$ cat src/rtl/ttc_resync_ctrl_if.sv
// rtl/ttc_resync_ctrl_if.sv - request/status bundle between the resync controller and its environment
interface ttc_resync_ctrl_if #(
    parameter int MXBXN    = 12,
    parameter int CNT_BITS = 16
);
    logic                ext_resync;
    logic                sw_resync;
    logic                auto_resync_en;
    logic [MXBXN-1:0]    bxn_offset_cfg;
    logic                bx0_local;
    logic                bx0_sync_err;
    logic                bxn_sync_err;
    logic                cnt_reset;
    logic                ttc_resync;
    logic [MXBXN-1:0]    bxn_offset;
    logic                locked;
    logic                busy;
    logic                timeout_err;
    logic [CNT_BITS-1:0] bx0_err_cnt;
    logic [CNT_BITS-1:0] bxn_err_cnt;
    logic [CNT_BITS-1:0] resync_cnt;
    logic [CNT_BITS-1:0] auto_resync_cnt;

    modport master (
        output ext_resync, sw_resync, auto_resync_en, bxn_offset_cfg,
               bx0_local, bx0_sync_err, bxn_sync_err, cnt_reset,
        input  ttc_resync, bxn_offset, locked, busy, timeout_err,
               bx0_err_cnt, bxn_err_cnt, resync_cnt, auto_resync_cnt
    );

    modport slave (
        input  ext_resync, sw_resync, auto_resync_en, bxn_offset_cfg,
               bx0_local, bx0_sync_err, bxn_sync_err, cnt_reset,
        output ttc_resync, bxn_offset, locked, busy, timeout_err,
               bx0_err_cnt, bxn_err_cnt, resync_cnt, auto_resync_cnt
    );
endinterface

$ cat src/rtl/ttc_resync_ctrl.sv
// rtl/ttc_resync_ctrl.sv - TTC bunch-counter resync sequencer with statistics (optional macro TTC_AUTO_RESYNC_EN)
module ttc_resync_ctrl #(
    parameter int MXBXN          = 12,
    parameter int HOLDOFF_CYCLES = 16,
    parameter int AUTO_THRESH    = 4,
    parameter int CNT_BITS       = 16
) (
    input  logic             clock,
    input  logic             reset,
    ttc_resync_ctrl_if.slave bus
);
    typedef enum logic [2:0] {S_IDLE, S_ISSUE, S_HOLDOFF, S_WAIT_BX0, S_LOCKED} state_t;

    localparam logic [7:0] HOLD_LOAD = 8'(HOLDOFF_CYCLES);

    state_t              state_q, state_d;
    logic [7:0]          hold_q, hold_d;
    logic [MXBXN-1:0]    tmo_q, tmo_d;
    logic                pend_q, pend_d;
    logic                ttc_q;
    logic [MXBXN-1:0]    offset_q;
    logic                timeout_q;
    logic [CNT_BITS-1:0] bx0_cnt_q, bxn_cnt_q, rsy_cnt_q, auto_cnt_q;
    logic                tmo_hit;
    logic                auto_req;
    logic                auto_win;
    logic                in_busy;

    assign in_busy = (state_q == S_ISSUE) || (state_q == S_HOLDOFF) || (state_q == S_WAIT_BX0);

`ifdef TTC_AUTO_RESYNC_EN
    localparam logic [3:0] THRESH = 4'(AUTO_THRESH);
    logic [3:0] consec_q, consec_next;

    // Run of consecutive error cycles in LOCKED, including the current cycle
    always_comb begin
        consec_next = 4'd0;
        if (state_q == S_LOCKED && (bus.bx0_sync_err || bus.bxn_sync_err))
            consec_next = (consec_q >= THRESH) ? THRESH : consec_q + 4'd1;
    end

    assign auto_req = (state_q == S_LOCKED) && bus.auto_resync_en && (consec_next == THRESH);

    // Run counter only lives in LOCKED; leaving (including via ISSUE) clears it
    always_ff @(posedge clock) begin
        if (reset || state_d != S_LOCKED) consec_q <= 4'd0;
        else                              consec_q <= consec_next;
    end
`else
    logic unused_auto_en;
    assign unused_auto_en = bus.auto_resync_en;
    assign auto_req       = 1'b0;
`endif

    // Auto only wins when no ext, sw or pending sw request competes
    assign auto_win = auto_req && !bus.ext_resync && !bus.sw_resync && !pend_q;

    // Next-state, holdoff/timeout counters and pending sw bit
    always_comb begin
        state_d = state_q;
        hold_d  = hold_q;
        tmo_d   = tmo_q;
        tmo_hit = 1'b0;
        pend_d  = pend_q;
        case (state_q)
            S_IDLE: begin
                if (bus.ext_resync || bus.sw_resync) state_d = S_ISSUE;
            end
            S_ISSUE: begin
                state_d = S_HOLDOFF;
                hold_d  = HOLD_LOAD;
            end
            S_HOLDOFF: begin
                if (hold_q <= 8'd1) begin
                    state_d = S_WAIT_BX0;
                    tmo_d   = '0;
                end else begin
                    hold_d = hold_q - 8'd1;
                end
                if (bus.ext_resync) state_d = S_ISSUE;
            end
            S_WAIT_BX0: begin
                if (bus.ext_resync) begin
                    state_d = S_ISSUE;
                end else if (bus.bx0_local) begin
                    state_d = S_LOCKED;
                end else if (&tmo_q) begin
                    state_d = S_ISSUE;
                    tmo_hit = 1'b1;
                end else begin
                    tmo_d = tmo_q + MXBXN'(1);
                end
            end
            S_LOCKED: begin
                if (bus.ext_resync || bus.sw_resync || pend_q || auto_req) state_d = S_ISSUE;
            end
            default: state_d = S_IDLE;
        endcase
        // Any resync leaving IDLE/LOCKED services the pending strobe
        if ((state_q == S_IDLE || state_q == S_LOCKED) && state_d == S_ISSUE) pend_d = 1'b0;
        if (in_busy && bus.sw_resync) pend_d = 1'b1;
    end

    // State, registered resync pulse, offset latch and saturating statistics
    always_ff @(posedge clock) begin
        if (reset) begin
            state_q    <= S_IDLE;
            hold_q     <= 8'd0;
            tmo_q      <= '0;
            pend_q     <= 1'b0;
            ttc_q      <= 1'b0;
            offset_q   <= '0;
            timeout_q  <= 1'b0;
            bx0_cnt_q  <= '0;
            bxn_cnt_q  <= '0;
            rsy_cnt_q  <= '0;
            auto_cnt_q <= '0;
        end else begin
            state_q <= state_d;
            hold_q  <= hold_d;
            tmo_q   <= tmo_d;
            pend_q  <= pend_d;
            ttc_q   <= (state_d == S_ISSUE);
            if (state_d == S_ISSUE) offset_q <= bus.bxn_offset_cfg;
            if (bus.cnt_reset) begin
                timeout_q  <= 1'b0;
                bx0_cnt_q  <= '0;
                bxn_cnt_q  <= '0;
                rsy_cnt_q  <= '0;
                auto_cnt_q <= '0;
            end else begin
                if (tmo_hit) timeout_q <= 1'b1;
                if (state_d == S_ISSUE && !(&rsy_cnt_q)) rsy_cnt_q <= rsy_cnt_q + CNT_BITS'(1);
                if (state_d == S_ISSUE && auto_win && !(&auto_cnt_q))
                    auto_cnt_q <= auto_cnt_q + CNT_BITS'(1);
                if (state_q == S_LOCKED && bus.bx0_sync_err && !(&bx0_cnt_q))
                    bx0_cnt_q <= bx0_cnt_q + CNT_BITS'(1);
                if (state_q == S_LOCKED && bus.bxn_sync_err && !(&bxn_cnt_q))
                    bxn_cnt_q <= bxn_cnt_q + CNT_BITS'(1);
            end
        end
    end

    assign bus.ttc_resync      = ttc_q;
    assign bus.bxn_offset      = offset_q;
    assign bus.locked          = (state_q == S_LOCKED);
    assign bus.busy            = in_busy;
    assign bus.timeout_err     = timeout_q;
    assign bus.bx0_err_cnt     = bx0_cnt_q;
    assign bus.bxn_err_cnt     = bxn_cnt_q;
    assign bus.resync_cnt      = rsy_cnt_q;
    assign bus.auto_resync_cnt = auto_cnt_q;
endmodule

$ cat src/flat_wrapper.sv
// flat-port wrapper written by rule: the top's interface ports become plain ports
module ttc_resync_ctrl_flat 
#(
    parameter int MXBXN          = 12,
    parameter int HOLDOFF_CYCLES = 16,
    parameter int AUTO_THRESH    = 4,
    parameter int CNT_BITS       = 16
)
  (clock, reset, bus_ext_resync, bus_sw_resync, bus_auto_resync_en, bus_bxn_offset_cfg, bus_bx0_local, bus_bx0_sync_err, bus_bxn_sync_err, bus_cnt_reset, bus_ttc_resync, bus_bxn_offset, bus_locked, bus_busy, bus_timeout_err, bus_bx0_err_cnt, bus_bxn_err_cnt, bus_resync_cnt, bus_auto_resync_cnt);
  ttc_resync_ctrl_if #(.MXBXN(MXBXN), .CNT_BITS(CNT_BITS)) bus_i ();
  input  logic clock;
  input  logic reset;
  input wire logic [$bits(bus_i.ext_resync)-1:0] bus_ext_resync;
  input wire logic [$bits(bus_i.sw_resync)-1:0] bus_sw_resync;
  input wire logic [$bits(bus_i.auto_resync_en)-1:0] bus_auto_resync_en;
  input wire logic [$bits(bus_i.bxn_offset_cfg)-1:0] bus_bxn_offset_cfg;
  input wire logic [$bits(bus_i.bx0_local)-1:0] bus_bx0_local;
  input wire logic [$bits(bus_i.bx0_sync_err)-1:0] bus_bx0_sync_err;
  input wire logic [$bits(bus_i.bxn_sync_err)-1:0] bus_bxn_sync_err;
  input wire logic [$bits(bus_i.cnt_reset)-1:0] bus_cnt_reset;
  output wire logic [$bits(bus_i.ttc_resync)-1:0] bus_ttc_resync;
  output wire logic [$bits(bus_i.bxn_offset)-1:0] bus_bxn_offset;
  output wire logic [$bits(bus_i.locked)-1:0] bus_locked;
  output wire logic [$bits(bus_i.busy)-1:0] bus_busy;
  output wire logic [$bits(bus_i.timeout_err)-1:0] bus_timeout_err;
  output wire logic [$bits(bus_i.bx0_err_cnt)-1:0] bus_bx0_err_cnt;
  output wire logic [$bits(bus_i.bxn_err_cnt)-1:0] bus_bxn_err_cnt;
  output wire logic [$bits(bus_i.resync_cnt)-1:0] bus_resync_cnt;
  output wire logic [$bits(bus_i.auto_resync_cnt)-1:0] bus_auto_resync_cnt;
  assign bus_i.ext_resync = bus_ext_resync;
  assign bus_i.sw_resync = bus_sw_resync;
  assign bus_i.auto_resync_en = bus_auto_resync_en;
  assign bus_i.bxn_offset_cfg = bus_bxn_offset_cfg;
  assign bus_i.bx0_local = bus_bx0_local;
  assign bus_i.bx0_sync_err = bus_bx0_sync_err;
  assign bus_i.bxn_sync_err = bus_bxn_sync_err;
  assign bus_i.cnt_reset = bus_cnt_reset;
  assign bus_ttc_resync = bus_i.ttc_resync;
  assign bus_bxn_offset = bus_i.bxn_offset;
  assign bus_locked = bus_i.locked;
  assign bus_busy = bus_i.busy;
  assign bus_timeout_err = bus_i.timeout_err;
  assign bus_bx0_err_cnt = bus_i.bx0_err_cnt;
  assign bus_bxn_err_cnt = bus_i.bxn_err_cnt;
  assign bus_resync_cnt = bus_i.resync_cnt;
  assign bus_auto_resync_cnt = bus_i.auto_resync_cnt;
  ttc_resync_ctrl #(.MXBXN(MXBXN), .HOLDOFF_CYCLES(HOLDOFF_CYCLES), .AUTO_THRESH(AUTO_THRESH), .CNT_BITS(CNT_BITS)) u_core (.clock(clock), .reset(reset), .bus(bus_i));
endmodule
$ cat config.mk
export PLATFORM = sky130hd
export DESIGN_NAME = ttc_resync_ctrl_flat
export DESIGN_NICKNAME = d
export VERILOG_FILES = /design/src/rtl/ttc_resync_ctrl_if.sv /design/src/rtl/ttc_resync_ctrl.sv /design/src/flat_wrapper.sv
export SDC_FILE = /design/constraint.sdc
export NUM_CORES = 1
export LEC_CHECK = 0
export ABC_AREA = 1
export BUFFER_PORTS_ARGS = -buffer_cell sky130_fd_sc_hd__buf_2
export CAP_MARGIN = 10
export CORE_UTILIZATION = 45
export CTS_CLUSTER_DIAMETER = 60
export CTS_CLUSTER_SIZE = 8
export DETAILED_ROUTE_END_ITERATION = 8
export GPL_TIMING_DRIVEN = 0
export PLACE_DENSITY = 0.67
export SKIP_LAST_GASP = 1
export SLEW_MARGIN = 20
export SYNTH_ARGS = -nofsm -noshare
export SYNTH_HDL_FRONTEND = slang
export SYNTH_SLANG_ARGS = --single-unit
$ cat constraint.sdc
create_clock -name clock -period 2.69 [get_ports clock]
set_input_delay 0.1345 -clock clock [delete_from_list [all_inputs] [get_ports clock]]
set_output_delay 0.1345 -clock clock [all_outputs]
set_load 0.01 [all_outputs]
==> summary.md <==
| Metric | Value |
|---|---|
| Worst path arrival time | 2.32 ns |
| Post-route setup TNS | 0 ns |
| Comb pwr share | 22.5% |
| Row count | 37 |
| Post-synthesis cell type count | 36 |
| Cells resized by post-CTS repair | 0 |
| Min Tclk post-route | 2.095 ns |
| Fin crit share | 77.87% |
| Pin count of the biggest net entering global routing | 14 |
| Crit Reg-Reg Startpoint | u_core.tmo_q[0] |
| Slew HR | 60.17% |
| Synthesized flop and latch total | 86 |
| Final setup vio count | 0 |
| Aggregate global-route resource usage | 21.29% |
| Hold path start | bus_bxn_offset_cfg[7] |
| Gr ovfl total | 0 |
| Max-slew violation count | 0 |
| Hold Crit Class | in -> reg |
| WL final | 11.52 mm |
| Leakage | 2.385 nW |
| Residual DRC | 0 |
| CP max-delay cell | dfxtp_1 |
| Die area | 11,130 µm² |
| Initial core utilization | 46.48% |
| Final ANT Viol Nets | 0 |
| Max-cap viol count | 0 |
| Required time of the critical path | 2.91 ns |
| Synth Instances | 723 |
| Crit Path Class | reg -> reg |
| Worst-path fanout max | 10 |
| P&R area growth vs syn | 16.82% |
| Sw Ratio | 31.48% |
| Hold_buf cts | 0 |
| Num ports | 101 |
| Clk Latency, worst-skew pair | 0.35 ns |
| Average wire per standard cell | 11.87 µm |
| CTS root buf | clkbuf_8 |
| Crit start category | flip-flop |
| Initial antenna violation count | 0 |
| Critical Path, Cell by Cell | ha_1 > nand3_1 > nor2_2 > nand3_2 > a21oi_4 > nand3_4 > buf_6 > nand2_1 > a21oi_1 |
| CTS sink count | 86 |
| Endpoint class of the critical path | flip-flop |
| Vias per cell | 4.949 |
| Final HPWL DP | 8.656 mm |
| H-tree depth reported by CTS | 3 |
| Power Dens Cells | 508.8 nW/µm² |
| CTS buffer count | 9 |
| CTS Buffer Depth | 2 |
| DIE HEIGHT | 105.5 µm |
| Maximum VDD drop | 0.0002661 V |
| RSZ-0062 raised after global routing | no |
| Final setup skew | 0.005419 ns |
| Placer Congestion | 0.9275 |
| Critical Path Max Stage Delay | 0.45 ns |
| Post-CTS setup buffer count | 0 |
| Final Instance Area | 5630 µm² |
| Hold Vio Cnt, Final | 0 |
| Clock transition at path regs | 0.08 ns |
| Slew @ Worst Pin | 0.5929 ns |
| Fmax achieved | 477.4 MHz |
| Antenna Cells | 0 |
| Fraction of layout cells with a size suffix above 1 | 17.49% |
| CP Launch Point | u_core.tmo_q[0] |
| Outcome | completed |
| First-pass GRT wire length | 19.33 mm |
| Cell Area, Placed | 5456 µm² |
| Clk pwr share | 28.8% |
| Total Power | 2.865 mW |
| Internal power | 1.963 mW |
| CTS tree | yes |
| Final Core Density | 54.30% |
| Port Buffers | 82 |
| Synth warn | 0 |
| Total number of vias | 4,805 |
| Pre-antenna DRT Iters | 5 |
| Number of global-route vias before repair | 4,336 |
| Die width | 105.5 µm |
| Sequential cell fraction of total power | 48.7% |
| Initial DRC Count | 227 |
| NetSw | 901.9 µW |
| Avg Inst Size Synth | 6.666 µm² |
| Synth Cell Area | 4820 µm² |
| Sequential area share after synthesis | 35.72% |
| Nets@finish | 858 |
| Core ar. | 10,370 µm² |
kinds of logic after synthesis:
logic type | share of synthesized area (%)
other cells | 0.07781
buf+inv | 10.62
xor+xnor | 5.815
simple gates | 35.83
compound gates | 10.38
flops | 35.72
fa+ha+maj | 1.558
flip-flops by register name, indices dropped and copies added (netlist names):
register / cells
u_core.bus.bx0_err_cnt: 16
u_core.bus.ttc_resync: 1
u_core.state_q: 3
u_core.bus.timeout_err: 1
u_core.bus.bxn_err_cnt: 16
u_core.bus.resync_cnt: 16
u_core.tmo_q: 12
u_core.bus.bxn_offset: 12
u_core.pend_q: 1
u_core.hold_q: 8
layout by cell type, fill, tap and decap left out, types with 5 or more instances in the layout:
cell	netlist	routed
ha_1	6	6
inv_1	67	67
nand3_1	48	48
xor2_1	21	21
clkbuf_8	0	11
nor3_1	15	15
buf_2	3	85
nor2_2	5	5
nand4_1	25	25
conb_1	1	16
nand2_1	178	178
nor2_1	111	111
dfxtp_1	86	86
clkbuf_1	9	9
o21ai_1	10	10
a21oi_1	58	58
xnor2_1	11	11
buf_4	20	20
o21ai_0	20	20
path summary, 6_finish.rpt:
kind / end / slack [ns] / cells past startpoint
max: u_core.bus.resync_cnt[7] / 0.60 / 9
min: u_core.bus.bxn_offset[7] / 0.02 / 3
max reg2reg: u_core.bus.resync_cnt[7] / 0.60 / 9
min reg2reg: u_core.pend_q / 0.48 / 2
layer usage:
layer,share of wire (%),global-route usage (%)
met1,46,26.73
met2,46,36.75
met3,5.8,4.082
met4,1.5,6.647
met5,0,0
per-stage QoR:
| stage | std cells | hold slack [ns] | worst slack [ns] |
|---|---|---|---|
| floorplan | 738 | 0.2802 | 0.9575 |
| global placement | 956 | 0.3708 | 0.6464 |
| detailed placement | 956 | 0.3787 | 0.6277 |
| CTS | 971 | 0.001561 | 0.6029 |
| global route | 971 | 0.02660 | 0.4155 |
| finish | 971 | 0.02458 | 0.5954 |
cells in the mapped netlist:
library cell | n | share of area (%)
a31oi_1 | 1 | 0.13
clkinv_2 | 1 | 0.10
ha_1 | 6 | 1.6
a211oi_1 | 2 | 0.31
buf_2 | 3 | 0.31
nand4_1 | 25 | 3.2
buf_4 | 20 | 3.1
o21bai_2 | 1 | 0.23
nor3_2 | 2 | 0.42
nand3_4 | 1 | 0.36
nand3b_1 | 3 | 0.47
conb_1 | 1 | 0.078
nand3_2 | 2 | 0.42
xnor2_1 | 11 | 2.0
nor2_1 | 111 | 8.6
a21boi_2 | 1 | 0.23
nand2_4 | 2 | 0.47
clkbuf_1 | 9 | 0.70
o21ai_1 | 10 | 1.0
inv_2 | 2 | 0.16
xor2_1 | 21 | 3.8
nand3_1 | 48 | 5.0
nor2_4 | 1 | 0.23
nand2_1 | 178 | 14
nand2_2 | 2 | 0.26
a21oi_1 | 58 | 6.0
clkinv_1 | 1 | 0.078
nor2_2 | 5 | 0.65
inv_1 | 67 | 5.2
buf_6 | 4 | 0.93
or2_2 | 1 | 0.13
o21ai_0 | 20 | 2.1
nor3_1 | 15 | 1.6
a21oi_4 | 1 | 0.34
and3_1 | 1 | 0.13
dfxtp_1 | 86 | 36
cell type report:
type                       count  area (µm²)
fill                        1023        4740
multi-input combinational    545        2643
sequential                    86        1722
timing repair buffer          82       410.4
inverter                      71       267.8
buffer                        36       244.0
tap                          136       170.2
clock buffer                  11       151.4
clock inverter                 4       22.52
power groups by stage:
| stage | registers (mW) | clock network, mW | logic [mW] |
|---|---|---|---|
| finish | 1.39 | 0.824 | 0.646 |
| global route | 1.40 | 0.917 | 0.727 |
| CTS | 1.39 | 0.856 | 0.645 |
| detailed placement | 1.42 | 0 | 0.644 |
| global placement | 1.42 | 0 | 0.637 |
| floorplan | 1.44 | 0 | 0.459 |
worst max-delay path, delay by kind of cell (launching register included):
family                     cells  cell delay [ns]
AOI/OAI and AO/OA              2             0.38
adders and majority gates      1             0.32
buffers and inverters          1             0.19
DFF                            1             0.45
and+or+nand+nor                5             0.62
No activity file was read; power rests on OpenSTA's default activity.
